<file path="src/rtl/mv_tile_engine.sv">
`default_nettype none
// ============================================================================
// Module   : mv_tile_engine
// Function : y = W*x over a runtime M x K signed matrix, P rows per tile,
//            operands fetched from external BRAMs, valid/ready result stream
// Revision : 1.0  initial release
// ============================================================================
module mv_tile_engine #(
  parameter int DATA_W    = 16,
  parameter int ACC_W     = 32,
  parameter int OUT_W     = 16,
  parameter int P         = 4,
  parameter int M_MAX     = 64,
  parameter int K_MAX     = 64,
  parameter int MEM_DEPTH = 1024
) (
  input  logic                         clk,
  input  logic                         rst_n,
  input  logic                         start,
  input  logic                         abort,
  input  logic [$clog2(M_MAX+1)-1:0]   cfg_m,
  input  logic [$clog2(K_MAX+1)-1:0]   cfg_k,
  input  logic [4:0]                   cfg_shift,
  input  logic                         cfg_relu,
  output logic [$clog2(MEM_DEPTH)-1:0] weight_bram_addr,
  output logic                         weight_bram_en,
  input  logic [P*DATA_W-1:0]          weight_bram_dout,
  output logic [$clog2(MEM_DEPTH)-1:0] input_bram_addr,
  output logic                         input_bram_en,
  input  logic [DATA_W-1:0]            input_bram_dout,
  output logic                         out_valid,
  input  logic                         out_ready,
  output logic [OUT_W-1:0]             out_data,
  output logic [$clog2(M_MAX)-1:0]     out_row,
  output logic                         out_last,
  output logic                         busy,
  output logic                         done
);

  localparam int c_MW = $clog2(M_MAX + 1);
  localparam int c_KW = $clog2(K_MAX + 1);
  localparam int c_AW = $clog2(MEM_DEPTH);
  localparam int c_RW = $clog2(M_MAX);
  localparam int c_LW = (P > 1) ? $clog2(P) : 1;
  localparam int c_XW = $clog2(M_MAX + P + 1);

  localparam logic [2:0] c_IDLE  = 3'd0;
  localparam logic [2:0] c_FETCH = 3'd1;
  localparam logic [2:0] c_DRAIN = 3'd2;
  localparam logic [2:0] c_EMIT  = 3'd3;
  localparam logic [2:0] c_FIN   = 3'd4;

  localparam logic signed [ACC_W-1:0] c_SAT_HI = {{(ACC_W-OUT_W+1){1'b0}}, {(OUT_W-1){1'b1}}};
  localparam logic signed [ACC_W-1:0] c_SAT_LO = {{(ACC_W-OUT_W+1){1'b1}}, {(OUT_W-1){1'b0}}};

  logic [2:0]             r_state, w_next;
  logic [c_MW-1:0]        r_m, w_cfg_m;
  logic [c_KW-1:0]        r_k, w_cfg_k;
  logic [4:0]             r_shift;
  logic                   r_relu;
  logic [c_KW-1:0]        r_kidx;
  logic [c_LW-1:0]        r_lane;
  logic [c_XW-1:0]        r_row_base;
  logic [c_AW-1:0]        r_wbase;
  logic                   r_vld, r_first;
  logic [P*ACC_W-1:0]     w_acc_flat;

  logic [c_XW-1:0]        w_row;
  logic                   w_row_last, w_lane_last, w_hs, w_fetch_last;
  logic signed [ACC_W-1:0] w_sel, w_shifted;
  logic signed [OUT_W-1:0] w_sat, w_result;

  assign w_cfg_m      = (cfg_m > c_MW'(M_MAX)) ? c_MW'(M_MAX) : cfg_m;
  assign w_cfg_k      = (cfg_k > c_KW'(K_MAX)) ? c_KW'(K_MAX) : cfg_k;
  assign w_row        = r_row_base + c_XW'(r_lane);
  assign w_row_last   = (w_row == (c_XW'(r_m) - c_XW'(1)));
  assign w_lane_last  = w_row_last || (r_lane == c_LW'(P - 1));
  assign w_hs         = (r_state == c_EMIT) && out_ready;
  assign w_fetch_last = (r_kidx == (r_k - c_KW'(1)));

  always_ff @(posedge clk) begin
    if (!rst_n) r_state <= c_IDLE;
    else        r_state <= w_next;
  end

  always_comb begin
    w_next = r_state;
    case (r_state)
      c_IDLE:  if (start) w_next = (w_cfg_m == '0 || w_cfg_k == '0) ? c_FIN : c_FETCH;
      c_FETCH: if (w_fetch_last) w_next = c_DRAIN;
      c_DRAIN: w_next = c_EMIT;
      c_EMIT:  if (w_hs && w_lane_last) w_next = w_row_last ? c_FIN : c_FETCH;
      c_FIN:   w_next = c_IDLE;
      default: w_next = c_IDLE;
    endcase
    if (abort && (r_state != c_IDLE)) w_next = c_IDLE;
  end

  always_comb begin
    weight_bram_en   = 1'b0;
    input_bram_en    = 1'b0;
    weight_bram_addr = '0;
    input_bram_addr  = '0;
    out_valid        = 1'b0;
    out_data         = '0;
    out_row          = '0;
    out_last         = 1'b0;
    busy             = 1'b1;
    done             = 1'b0;
    case (r_state)
      c_IDLE:  busy = 1'b0;
      c_FETCH: begin
        weight_bram_en   = 1'b1;
        input_bram_en    = 1'b1;
        weight_bram_addr = r_wbase + c_AW'(r_kidx);
        input_bram_addr  = c_AW'(r_kidx);
      end
      c_EMIT: begin
        out_valid = 1'b1;
        out_data  = w_result;
        out_row   = c_RW'(w_row);
        out_last  = w_row_last;
      end
      c_FIN:   done = 1'b1;
      default: busy = 1'b1;
    endcase
  end

  // Job counters; only the IDLE start path initialises them, so an abort can leave them stale.
  always_ff @(posedge clk) begin
    if (!rst_n) begin
      r_m        <= '0;
      r_k        <= '0;
      r_shift    <= '0;
      r_relu     <= 1'b0;
      r_kidx     <= '0;
      r_lane     <= '0;
      r_row_base <= '0;
      r_wbase    <= '0;
    end else begin
      case (r_state)
        c_IDLE: if (start) begin
          r_m        <= w_cfg_m;
          r_k        <= w_cfg_k;
          r_shift    <= cfg_shift;
          r_relu     <= cfg_relu;
          r_kidx     <= '0;
          r_lane     <= '0;
          r_row_base <= '0;
          r_wbase    <= '0;
        end
        c_FETCH: r_kidx <= r_kidx + c_KW'(1);
        c_EMIT: if (w_hs) begin
          if (w_lane_last) begin
            r_lane     <= '0;
            r_kidx     <= '0;
            r_row_base <= r_row_base + c_XW'(P);
            r_wbase    <= r_wbase + c_AW'(r_k);
          end else begin
            r_lane <= r_lane + c_LW'(1);
          end
        end
        default: ;
      endcase
    end
  end

  // BRAM data arrives one cycle after the fetch that addressed it.
  always_ff @(posedge clk) begin
    if (!rst_n) begin
      r_vld   <= 1'b0;
      r_first <= 1'b0;
    end else begin
      r_vld   <= (r_state == c_FETCH) && !abort;
      r_first <= (r_state == c_FETCH) && (r_kidx == '0);
    end
  end

  generate
    for (genvar j = 0; j < P; j++) begin : g_lane
      logic signed [2*DATA_W-1:0] w_prod;
      logic signed [ACC_W-1:0]    r_acc;
      assign w_prod = $signed(weight_bram_dout[j*DATA_W +: DATA_W]) * $signed(input_bram_dout);
      always_ff @(posedge clk) begin
        if (!rst_n)     r_acc <= '0;
        else if (r_vld) r_acc <= r_first ? ACC_W'(w_prod) : r_acc + ACC_W'(w_prod);
      end
      assign w_acc_flat[j*ACC_W +: ACC_W] = r_acc;
    end
  endgenerate

  always_comb begin
    w_sel     = w_acc_flat[r_lane*ACC_W +: ACC_W];
    w_shifted = w_sel >>> r_shift;
    if (w_shifted > c_SAT_HI)      w_sat = c_SAT_HI[OUT_W-1:0];
    else if (w_shifted < c_SAT_LO) w_sat = c_SAT_LO[OUT_W-1:0];
    else                           w_sat = w_shifted[OUT_W-1:0];
    w_result = (r_relu && w_sat[OUT_W-1]) ? '0 : w_sat;
  end

endmodule
`default_nettype wire

</file>
<file path="config.mk">
export PLATFORM = sky130hd
export DESIGN_NAME = mv_tile_engine
export DESIGN_NICKNAME = d
export VERILOG_FILES = /design/src/rtl/mv_tile_engine.sv
export SDC_FILE = /design/constraint.sdc
export NUM_CORES = 2
export LEC_CHECK = 0
export ABC_AREA = 0
export CAP_MARGIN = 0
export CORE_ASPECT_RATIO = 0.5
export CORE_MARGIN = 2
export CORE_UTILIZATION = 60
export DETAILED_ROUTE_END_ITERATION = 10
export GPL_TIMING_DRIVEN = 0
export PLACE_DENSITY_LB_ADDON = 0.05
export SLEW_MARGIN = 10
export SYNTH_ARGS = -nofsm -noshare
export SYNTH_HDL_FRONTEND = slang
export SYNTH_SLANG_ARGS = --single-unit
</file>
<file path="constraint.sdc">
create_clock -name clk -period 14.9 [get_ports clk]
set_input_delay 4.47 -clock clk [delete_from_list [all_inputs] [get_ports clk]]
set_output_delay 4.47 -clock clk [all_outputs]
set_load 0.05 [all_outputs]
</file>
==> results.md <==
Clock network:
- The tree built by TritonCTS fans out to 177 sinks.
- The CTS buffer count is 17.
- The deepest clock path buffer count is 2.
- Post-CTS repair changed the size of 0 cells.
- The buffer cell driving the clock tree root is clkbuf_16.
- The clock latency of the later-clocked register in the worst-skew pair is 0.45 ns.
- The number of hold buffers added after CTS was 0.
- The maximum level of the CTS H-tree is 4.
- The CTS tree is done.
- The clock edge transition at the registers on the reported setup and hold paths is roughly 0.080 ns.
- The post-CTS repair timing setup buffer count is 0.

Die:
- For this configuration, the core starts out at a cell density of 60.7%.
- The floorplan die width is 438 um.
- The die area is 97000 um^2.
- The floorplan has a little under 80 rows.
- The total area inside the core boundary comes to around 93000 um^2.
- The die outline height is between 200 and 250 um.
- The number of primary I/O pins is 153.

Synthesis:
- The synthesized netlist contains 94 unique library cells.
- The synthesized cell area is 56600 um^2.
- Ranked by total cell area, the synthesized netlist is headed by fa_1 37%, ha_1 11%, inv_1 8.3%.
- For this run, the leading register cell type out of synthesis is dfxtp_1.
- Summed over all instances, the cell type with the most area after synthesis is fa_1.
- The count of flip-flops with a built-in enable after synthesis is 0.
- The synthesis warning total is 0.
- The synthesized design contains 177 register bits.
- The average instance in the mapped netlist occupies 8.59 um^2.
- After synthesis, the largest area contributor takes up 37.3% of total cell area.
- The share of flip-flops with an asynchronous set or reset after synthesis is 0%.
- Of the synthesized area, sequential elements account for 6.26%.
- The cell count after synthesis is 6590.

Worst hold path:
- The type of the most critical hold path is reg -> reg.

Global routing:
- The first global-routing pass estimated 311000 um of wire.
- The via count of the first global-routing pass is 49800.
- Entering global routing, the biggest net connects 17 pins.
- For this run, the total global-route usage over all layers was measured as 43.6%.
- The aggregate global routing overflow is 0.
- The initial antenna violation count was 22.

Timing:
- The worst-case hold slack is 0.487 ns.
- The achievable clock frequency is 0.0676 GHz.
- The final hold violation count is 0.
- In this run the tightest slew margin relative to its limit is 0.470%.
- The actual slew at the worst max-slew pin is 1.49 ns.
- Clock skew on the completed layout was measured at 0.0169 ns.
- The time the worst path needs with I/O delays and setup is 14.80 ns.
- The total count of max-transition violations in the final report is 0.
- For the final routed database, the setup TNS stands at 0 ns.
- The setup-violating endpoint count in the final report is 0.
- The worst path uses between 90 and 100% of the clock period.

Drt:
- For this block, the routed nets add up to 210000 um of wire.
- After detailed routing, the average wire length per cell comes to 26.2 um.
- The remaining antenna violation count after routing is 0.
- The first routing iteration left 5662 violations.
- After detailed routing, the number of remaining DRC violations is 0.
- For this run, the detailed router's first-pass iteration total came to 8.
- The detail-routed via count per cell is 6.12.
- The vias after detailed routing is 49200.

Setup path:
- STA classifies the critical path startpoint as a primary input.
- The cell that appears most often on the critical path is fa_1.
- Data on the critical path is required at its endpoint by between 15 and 20 ns.
- The type of the setup path with the least slack is in -> reg.
- The largest individual stage delay along the critical path comes from the cell clkdlybuf4s15_1.
- The largest stage delay on the critical path is roughly 1.1 ns.
- The category of the worst setup path capture point is a flop.
- At the worst endpoint, the arrival time is 15.15 ns.
- The largest fanout on the critical path is 10.

Cells and area:
- For this run, the post-layout net count is 8383.
- The area used by multi-input combinational logic is roughly 47000 um^2.
- The register area is 3540 um^2.
- The area growth from synthesis to final layout is 6.31%.
- The post-layout utilization of the core is 64.6%.
- The most common cell after layout, fill and taps aside is inv_1.
- In the layout the commonest cells are 1249 x inv_1, 1054 x fa_1, 700 x nand2_1.
- The number of fillers in the final layout is 7958.
- In the final layout, the share of cells above drive strength 1 is under 10%.

Place:
- The HPWL reported at the end of detailed placement is 174000 um.
- The final RePlAce weighted congestion is 1.05.
- The number of input and output port buffers inserted is 133.

Outcome:
- The final reports fail on max-capacitance violations.
- The flow ran to the end, but the final reports show violations.

Flow run:
- Max-cap violations in this run came to 1.
-- layout make-up --
class	instances	area share [%]
Sequential cell	177	5.89
Antenna cell	21	0.0873
Multi-Input combinational cell	4859	78.2
Timing Repair Buffer	133	2.21
Inverter	1252	7.81
Tap cell	1255	2.61
Buffer	304	2.26
Clock buffer	21	0.748
Clock inverter	11	0.175
-- sequential cells by signal, summed over array words and instances (netlist names) --
signal        count
g_lane.r_acc    128
r_wbase          10
r_k               7
r_kidx            7
r_m               7
r_row_base        5
r_shift           5
r_state           3
r_lane            2
r_first           1
r_relu            1
r_vld             1
-- worst paths after layout --
check,startpoint,endpoint,slack [ns],cells after the start
worst max-delay path,input_bram_dout[1],g_lane[1].r_acc[31],0.10,34
worst min-delay path,r_m[1],r_m[1],0.49,2
worst max register to register,g_lane[2].r_acc[0],g_lane[2].r_acc[24],10.62,13
worst min register to register,r_m[1],r_m[1],0.49,2
-- through the flow --
step	setup slack (ns)	cell area, um^2	cells
final	0.101	60200	8033
after global routing	-0.0426	60200	8019
after CTS	0.579	60100	8012
after detailed placement	0.118	59500	7980
after global placement	0.248	59500	7980
after floorplan	2.64	56600	6592
-- critical path: cells and delay by family --
kind	cells	cell delay (ns)
adders and majority gates	8	3.65
AOI/OAI and AO/OA	13	2.51
buffers and inverters	7	2.39
xor gates and xnor gates	1	0.98
and+or+nand+nor	4	0.54
muxes	1	0.54
-- cells by family (layout without fill, tap and decap cells) --
logic type               after synthesis  count (layout)  synth area share, %
flip-flops                           177             177                 6.26
other                                  1              24              0.00662
multiplexers                         138             138                 3.45
XOR/XNOR                             280             280                 4.33
AND/OR/NAND/NOR                     1906            1906                 16.4
AO/OA/AOI/OAI                        998             998                 11.0
buffers and inverters               1556            1721                 10.7
adder cells (fa/ha/maj)             1534            1534                 47.9
-- layer usage --
metal | vias to the layer above | wire (um) | GRT usage, %
met5 | - | 159 | 0
met1 | 24400 | 79400 | 56.2
met4 | 6 | 11000 | 18.8
li1 | 21000 | - | -
met3 | 661 | 32100 | 18.8
met2 | 3091 | 87800 | 63.8
-- synth_stat cells, types with 34 or more instances --
master / n
dfxtp_1: 177
nand3_1: 53
fa_1: 1054
clkbuf_1: 263
o21bai_1: 39
xnor2_1: 185
ha_1: 480
xor2_1: 95
nand2b_1: 46
nor2b_1: 34
inv_1: 1249
a211oi_1: 41
nor3_1: 58
nand2_1: 700
mux2_2: 38
a21o_1: 121
and2_1: 525
mux2i_1: 58
a21oi_1: 321
nor2_1: 343
o21ai_0: 221
Power is left out: the tool's default activity adds up to more than one toggle a clock period on the data nets, which glitch-free logic cannot reach.
